File: src/rtl/alu_exec_ctrl_pkg.sv
// rtl/alu_exec_ctrl_pkg.sv - shared opcodes, flag indices, FSM states and instruction record for alu_exec_ctrl
package alu_exec_ctrl_pkg;

  localparam int PKG_DATA_W = 16;
  localparam int PKG_ADDR_W = 3;
  localparam int FLG_W      = 5;

  localparam logic [2:0] OP_ADD  = 3'b000;
  localparam logic [2:0] OP_SUB  = 3'b001;
  localparam logic [2:0] OP_AND  = 3'b010;
  localparam logic [2:0] OP_OR   = 3'b011;
  localparam logic [2:0] OP_XOR  = 3'b100;
  localparam logic [2:0] OP_NOT  = 3'b101;
  localparam logic [2:0] OP_MOV0 = 3'b110;
  localparam logic [2:0] OP_MOV1 = 3'b111;

  localparam int FLG_Z  = 4;
  localparam int FLG_CY = 3;
  localparam int FLG_S  = 2;
  localparam int FLG_P  = 1;
  localparam int FLG_OV = 0;

  typedef enum logic [1:0] {
    ST_IDLE = 2'd0,
    ST_EXEC = 2'd1,
    ST_WB   = 2'd2
  } state_t;

  typedef struct packed {
    logic [2:0]            op;
    logic [PKG_ADDR_W-1:0] rd;
    logic [PKG_ADDR_W-1:0] rs1;
    logic [PKG_ADDR_W-1:0] rs2;
    logic                  use_imm;
    logic [PKG_DATA_W-1:0] imm;
    logic                  hold_flags;
    logic                  wb_en;
  } instr_t;

  // The ALU leaves CY/OV undefined for both MOV encodings.
  function automatic logic is_mov(input logic [2:0] op);
    return op[2:1] == 2'b11;
  endfunction

endpackage

File: src/rtl/alu_regfile.sv
// rtl/alu_regfile.sv - general register file with two read ports, a debug port and one write port
module alu_regfile #(
  parameter int DATA_W  = 16,
  parameter int REG_CNT = 8,
  parameter int ADDR_W  = 3
) (
  input  logic              clk,
  input  logic              rst_n,
  input  logic              we,
  input  logic [ADDR_W-1:0] waddr,
  input  logic [DATA_W-1:0] wdata,
  input  logic [ADDR_W-1:0] raddr1,
  output logic [DATA_W-1:0] rdata1,
  input  logic [ADDR_W-1:0] raddr2,
  output logic [DATA_W-1:0] rdata2,
  input  logic [ADDR_W-1:0] dbg_addr,
  output logic [DATA_W-1:0] dbg_data
);

  logic [DATA_W-1:0] mem [REG_CNT];

  always_ff @(posedge clk or negedge rst_n) begin
    if (!rst_n) begin
      for (int i = 0; i < REG_CNT; i++) begin
        mem[i] <= '0;
      end
    end else if (we) begin
      mem[waddr] <= wdata;
    end
  end

  assign rdata1   = mem[raddr1];
  assign rdata2   = mem[raddr2];
  assign dbg_data = mem[dbg_addr];

endmodule

File: src/rtl/alu_exec_ctrl.sv
// rtl/alu_exec_ctrl.sv - execute-stage controller: latch instruction, feed external ALU, capture, write back
module alu_exec_ctrl
  import alu_exec_ctrl_pkg::*;
#(
  parameter int DATA_W  = 16,
  parameter int REG_CNT = 8,
  parameter int ADDR_W  = 3
) (
  input  logic              clk,
  input  logic              rst_n,
  input  logic              instr_valid,
  output logic              instr_ready,
  input  logic [2:0]        instr_op,
  input  logic [ADDR_W-1:0] instr_rd,
  input  logic [ADDR_W-1:0] instr_rs1,
  input  logic [ADDR_W-1:0] instr_rs2,
  input  logic              instr_use_imm,
  input  logic [DATA_W-1:0] instr_imm,
  input  logic              instr_hold_flags,
  input  logic              instr_wb_en,
  output logic [2:0]        alu_opcode,
  output logic [DATA_W-1:0] alu_arg1,
  output logic [DATA_W-1:0] alu_arg2,
  output logic [4:0]        alu_in_flg,
  output logic              alu_block_cy_ov,
  input  logic [DATA_W-1:0] alu_res,
  input  logic [4:0]        alu_out_flg,
  output logic [4:0]        flags,
  output logic              busy,
  output logic              done,
  input  logic [ADDR_W-1:0] dbg_addr,
  output logic [DATA_W-1:0] dbg_data
);

  state_t            state;
  instr_t            ir;
  logic [DATA_W-1:0] res_q;
  logic [4:0]        flg_q;
  logic [4:0]        next_flags;
  logic [DATA_W-1:0] rs1_data;
  logic [DATA_W-1:0] rs2_data;
  logic              rf_we;

  assign rf_we = (state == ST_WB) && ir.wb_en;

  alu_regfile #(
    .DATA_W (DATA_W),
    .REG_CNT(REG_CNT),
    .ADDR_W (ADDR_W)
  ) u_regfile (
    .clk     (clk),
    .rst_n   (rst_n),
    .we      (rf_we),
    .waddr   (ir.rd),
    .wdata   (res_q),
    .raddr1  (ir.rs1),
    .rdata1  (rs1_data),
    .raddr2  (ir.rs2),
    .rdata2  (rs2_data),
    .dbg_addr(dbg_addr),
    .dbg_data(dbg_data)
  );

  // ALU drive comes only from registered state, so it is stable and X-free in every state.
  assign alu_opcode      = ir.op;
  assign alu_block_cy_ov = ir.hold_flags;
  assign alu_arg1        = rs1_data;
  assign alu_arg2        = ir.use_imm ? ir.imm : rs2_data;
  assign alu_in_flg      = flags;

  always_comb begin
    next_flags = flg_q;
    if (is_mov(ir.op)) begin
      next_flags[FLG_CY] = flags[FLG_CY];
      next_flags[FLG_OV] = flags[FLG_OV];
    end
  end

  always_ff @(posedge clk or negedge rst_n) begin
    if (!rst_n) begin
      state       <= ST_IDLE;
      ir          <= '0;
      res_q       <= '0;
      flg_q       <= '0;
      flags       <= '0;
      instr_ready <= 1'b1;
      busy        <= 1'b0;
      done        <= 1'b0;
    end else begin
      case (state)
        ST_IDLE: begin
          if (instr_valid) begin
            ir.op         <= instr_op;
            ir.rd         <= instr_rd;
            ir.rs1        <= instr_rs1;
            ir.rs2        <= instr_rs2;
            ir.use_imm    <= instr_use_imm;
            ir.imm        <= instr_imm;
            ir.hold_flags <= instr_hold_flags;
            ir.wb_en      <= instr_wb_en;
            state         <= ST_EXEC;
            instr_ready   <= 1'b0;
            busy          <= 1'b1;
          end
        end
        ST_EXEC: begin
          res_q <= alu_res;
          flg_q <= alu_out_flg;
          state <= ST_WB;
          done  <= 1'b1;
        end
        ST_WB: begin
          flags       <= next_flags;
          state       <= ST_IDLE;
          done        <= 1'b0;
          instr_ready <= 1'b1;
          busy        <= 1'b0;
        end
        default: begin
          state       <= ST_IDLE;
          done        <= 1'b0;
          instr_ready <= 1'b1;
          busy        <= 1'b0;
        end
      endcase
    end
  end

endmodule
File: config.mk
export PLATFORM = sky130hd
export DESIGN_NAME = alu_exec_ctrl
export DESIGN_NICKNAME = d
export VERILOG_FILES = /design/src/rtl/alu_exec_ctrl_pkg.sv /design/src/rtl/alu_regfile.sv /design/src/rtl/alu_exec_ctrl.sv
export SDC_FILE = /design/constraint.sdc
export NUM_CORES = 1
export LEC_CHECK = 0
export ABC_AREA = 0
export BUFFER_PORTS_ARGS = -buffer_cell sky130_fd_sc_hd__buf_2
export CAP_MARGIN = 20
export CORE_ASPECT_RATIO = 0.7
export CORE_MARGIN = 1
export CORE_UTILIZATION = 30
export DETAILED_ROUTE_END_ITERATION = 12
export PLACE_DENSITY = 0.53
export REMOVE_ABC_BUFFERS = 1
export SETUP_SLACK_MARGIN = 0.1
export SLEW_MARGIN = 25
export SYNTH_ARGS = -nofsm -noshare
export SYNTH_HDL_FRONTEND = slang
export SYNTH_SLANG_ARGS = --single-unit
File: constraint.sdc
create_clock -name clk -period 2.2 [get_ports clk]
set_input_delay 0.22 -clock clk [delete_from_list [all_inputs] [get_ports clk]]
set_output_delay 0.22 -clock clk [all_outputs]
set_load 0.01 [all_outputs]
=== Yosys cells after proc, flatten, opt, wreduce, memory -nomap -nowiden ===
Index checks and enable logic that the tools add are counted.
W data, S select, Z words.

* Register bits: 190
* Latch bits: 0
* Bits in writable memories: 0
* Memory bits (read-only): 0
* Input bits: 58
* Output and inout port bits: 65
* Word-level logic and storage cells: 65
* Memories: 0

* Add/sub/neg operators: 0
* Multiply operators: 0
* Div/mod/pow operators: 0
* Magnitude comparators: 5
* Eq/ne operators: 4
* Shift operators: 0
* Multiplexer cells: 20
* Bitwise operators: 6
* Reduce and logical (&&, ||, !) cells: 6

{| class="wikitable"
|+ Operator list
! kind !! count
|-
| $bmux W16 S3 || 3
|-
| $bwmux W128 || 1
|-
| $mux W16 || 8
|-
| $demux W16 S3 || 1
|-
| $ge A4 B4 Y1 const B || 4
|-
| $not A3 Y4 || 4
|-
| $pmux W1 S2 || 3
|-
| $reduce_and A2 Y1 || 3
|-
| $eq A2 B2 Y1 const B || 2
|-
| $lt A4 B1 Y1 const B || 1
|-
| $pmux W2 S2 || 1
|-
| $eq A2 B1 Y1 const B || 1
|-
| $logic_and A1 B1 Y1 || 2
|-
| $logic_not A2 Y1 || 1
|-
| $mux W1 || 2
|-
| $mux W2 || 1
|-
| $ne A2 B2 Y1 const B || 1
|-
| $not A1 Y1 || 2
|}

=== Depth between registers and ports, before layout ===
* Depth in word-level cells: 6
* Mapped depth: 6
* Mapped depth without buffers: 3

=== Modules after synthesis ===
A second synthesis with hierarchy kept.

* Cells, all modules: 612
* Area total of the unflattened synthesis: 10,637.7 um^2

{| class="wikitable"
|+ Modules (own cells, without submodules)
! module !! times used !! cells each !! area an instance (um^2)
|-
| alu_regfile || 1 || 450 || 8,071.5
|-
| alu_exec_ctrl || 1 || 162 || 2,566.2
|}

=== Least setup slack after synthesis ===
Ideal clock, no wire load.

* Path kind: register to output
* Start: register ir[22] in the netlist's numbering
* End: output port alu_arg1[0]
* Arrival time: 1.701 ns
* Data required time: 1.980 ns
* Slack: 0.279 ns
* Stages on the path, launching flop included: 5
* Buffers on the path: 2
* Cell sequence: dfrtp_1 > clkbuf_1 > buf_2 > mux4_2 > mux2_2

* Cells in the longest elaborated chain, start to end: 4

{| class="wikitable"
|+ RTL lines
! item !! RTL line !! source
|-
| start: declaration || alu_exec_ctrl.sv:36 || <nowiki>instr_t ir;</nowiki>
|-
| $not A3 Y4 (not written as such) || alu_regfile.sv:32 || <nowiki>assign rdata1 = mem[raddr1];</nowiki>
|-
| $bmux W16 S3 || alu_regfile.sv:32 ||
|-
| $mux W16 (not written as such) (2 in series) || alu_regfile.sv:32 ||
|-
| end: declaration || alu_exec_ctrl.sv:22 || <nowiki>output logic [DATA_W-1:0] alu_arg1,</nowiki>
|}

No other way between the ends. The select of a mux whose other input is x is not followed.

=== Final worst setup path ===
* Start: register ir[22] in the netlist's numbering
* End: output port alu_arg1[14]

The elaborated chain is that of the path after synthesis.

==> results.yml <==
setup_path:
  rrSetupSlack_ns: 0.30
  r2r_cells: 4
  r2r-end: "u_regfile.mem[94]$_DFFE_PN0P_"
  end_kind: "output port"
  r2r-start: "ir[26]$_DFFE_PN0P_"
  arrival_ns: 2.07
  startpoint_type: "flip-flop"
  worst-path-max-fanout: 6
  required_ns: 1.98
  path_class: "flip-flop to output port"
sta:
  clock.fmax_ghz: 0.436
  setup_violations: 20
  skew_ns: 0.0115
  worst_slew_pin_slew_ns: 0.550
  setup_ws_ns: -0.0945
  min_period_ns: 2.29
  slew_headroom_pct: 63.4
  rsz0062_at_grt: "true"
  drv_slew: 0
  post-route-period-util_pct: 104
  hold_viol_final: 0
cells_and_area:
  layout.nets: 924
  syn_to_final_growth_pct: 31.5
  final_cell_mix: "207 x mux2_2, 186 x dfrtp_1, 104 x buf_2"
  drive_above_1_share_pct: 64.7
  final_common_cell: "mux2_2"
  post-route-util_pct: 40.2
  antenna_cells: 0
die:
  ioPinCount: 123
  die_area_sq_mm: 0.0350
  die_w_um: 223
  start_util_pct: 30.6
  coreArea_sq_mm: 0.0336
  rows: 56
  chipHeight_um: 157
global_routing:
  antenna_found_initial: 0
  grt_max_degree: 64
  grt_first_pass_wirelength_mm: 45.9
  grt.total_usage_pct: 17.9
  grt.overflow.total: 0
  grt_pass1_vias: 7090
yosys:
  synth.area.top_cells: "dfrtp_1 46%, mux2_2 26%, mux4_2 14%, mux2i_1 3.1%, mux2_4 1.5%"
  synthFlopType: "dfrtp_1"
  synthDistinctLibCells: 30
  yosysTopAreaCell: "dfrtp_1"
  synth_warnings: 0
  synth_edf_count: 0
  synth_area_sq_mm: 0.0103
  postSynthCellCount: 688
  syn-mean-instance-area_sq_um: 14.9
  synth_top_cell_area_share_pct: 46.0
  synth.yosys.seq_area_share_pct: 46.3
  async_flop_share_pct: 100
  ys_seq_elements: 190
drt:
  wl_per_cell_um: 23.0
  drt_iter0_markers: 439
  drt-total-wl_mm: 30.2
  drc_errors: 0
  drt_pre_antenna_iters: 4
  vias: 6809
  antenna_left: 0
  avgViaCountPerCell: 5.19
run:
  maxCapViolCount: 0
placed_design:
  dp_hpwl_mm: 18.2
  port_buffers: 122
  dp_slack_ns: 0.253
  globalplace.congestion: 0.730
power_and_ir_drop:
  total_power_mw: 16.6
  p_leak_nw: 6.06
  vdd_drop_max_mv: 0.594
  powerDensity_mw_per_mm2: 1220
hold_path:
  hold-path-cell-count: 2
  hold_start: "alu_res[0]"
  holdPathEnd: "res_q[0]$_DFFE_PN0P_"
  hold_path.class: "primary input to flip-flop"
clock_tree:
  path_clk_slew_ns: 0.07
  cts.sinks: 190
  root_buffer: "clkbuf_16"
  clk_latency_ns: 0.45
  htreeDepth: 4
  cts_inserted_buffers: 17
  max-clock-path-buffers: 2
  cts_tree: "built"
status:
  failed_checks: "setup timing"
  status: "complete, but fails checks"
-- area by class of cell --
cell class / count / area (sq um)
clock buffers: 20 / 447
inverters: 1 / 3.75
multi-input cells: 435 / 5560
well taps: 435 / 544
fillers: 3140 / 20100
repair buffers: 221 / 2010
clock inverters: 11 / 190
flip-flops and latches: 190 / 4760
-- registers in the layout, summed over array words and instances, names as in the netlist --
register         count
busy                 1
flg_q                5
alu_block_cy_ov      1
u_regfile.mem      128
alu_in_flg           5
ir                  27
res_q               16
done                 1
instr_ready          1
alu_opcode           3
state                2
-- synthesized netlist by cell type (3+ instances only) --
master    instances
a22o_1           16
buf_1             4
buf_2            19
buf_4             8
clkbuf_1         28
dfrtp_1         189
mux2_2          238
mux2_4           10
mux2i_1          32
mux4_2           64
nand2_1          18
nand2b_1          3
nor2_1            7
nor3_2            3
o22ai_1          16
o31ai_1          16
-- per-stage QoR --
step                      std cells  cell area [sq um]  hold slack (ns)  setup TNS, ns
after floorplan                 626               9960          -0.0756         -21.81
after global placement         1221              11600            0.234              0
after detailed placement       1221              11600            0.238              0
after CTS                      1304              13100         0.000261          -2.24
after global routing           1313              13500         0.000652          -3.24
final                          1313              13500           0.0182          -1.18
-- worst max path at each step --
stage | from | end | cells after the start | slack, ns
2_1_floorplan | ir[19]$_DFFE_PN0P_ | alu_arg2[14] | 3 | -0.75
3_5_place_dp | ir[22]$_DFFE_PN0P_ | alu_arg1[4] | 4 | 0.25
6_report | ir[22]$_DFFE_PN0P_ | alu_arg1[14] | 5 | -0.09
4_1_cts | ir[22]$_DFFE_PN0P_ | alu_arg1[1] | 5 | -0.12
3_3_place_gp | ir[19]$_DFFE_PN0P_ | alu_arg2[0] | 5 | 0.23
5_1_grt | ir[22]$_DFFE_PN0P_ | alu_arg1[14] | 5 | -0.16
-- timing repair --
item / 4_1_cts / 5_1_grt
endpoints found under the setup margin: 32 / 32
endpoints found under the hold margin: 89 / 0
cloned: 7 / 3
resized for setup: 57 / 57
pin swaps: 9 / 14
hold buffers: 37 / 0
setup buffers: 8 / 6
-- report_power, final --
| group | internal (mW) | total (mW) | switching (mW) | leakage, nW |
|---|---|---|---|---|
| clock network | 2.04 | 3.42 | 1.38 | 0.310 |
| logic | 4.30 | 7.12 | 2.82 | 3.34 |
| registers | 4.71 | 6.01 | 1.30 | 2.41 |
| total | 11.1 | 16.6 | 5.50 | 6.06 |
-- layer usage --
metal	vias up	track usage [%]	share of wire (%)
li1	3009	-	-
met1	3626	24.9	47
met2	150	28.6	48
met3	24	3.27	4.1
met4	0	4.96	1.4
met5	-	0	0
-- kinds of logic after synthesis --
logic type      synth area share, %
mux                            44.8
flops                          46.3
buf+inv                        3.13
compound gates                 3.63
simple gates                   2.20
-- critical path, cell delays in order (launching register included) --
cell and delay [ns]:
dfrtp_2 0.42, buf_12 0.14, buf_12 0.13, mux4_2 0.51
mux2_4 0.30, buf_6 0.12
(Power assumes the default switching activity.)
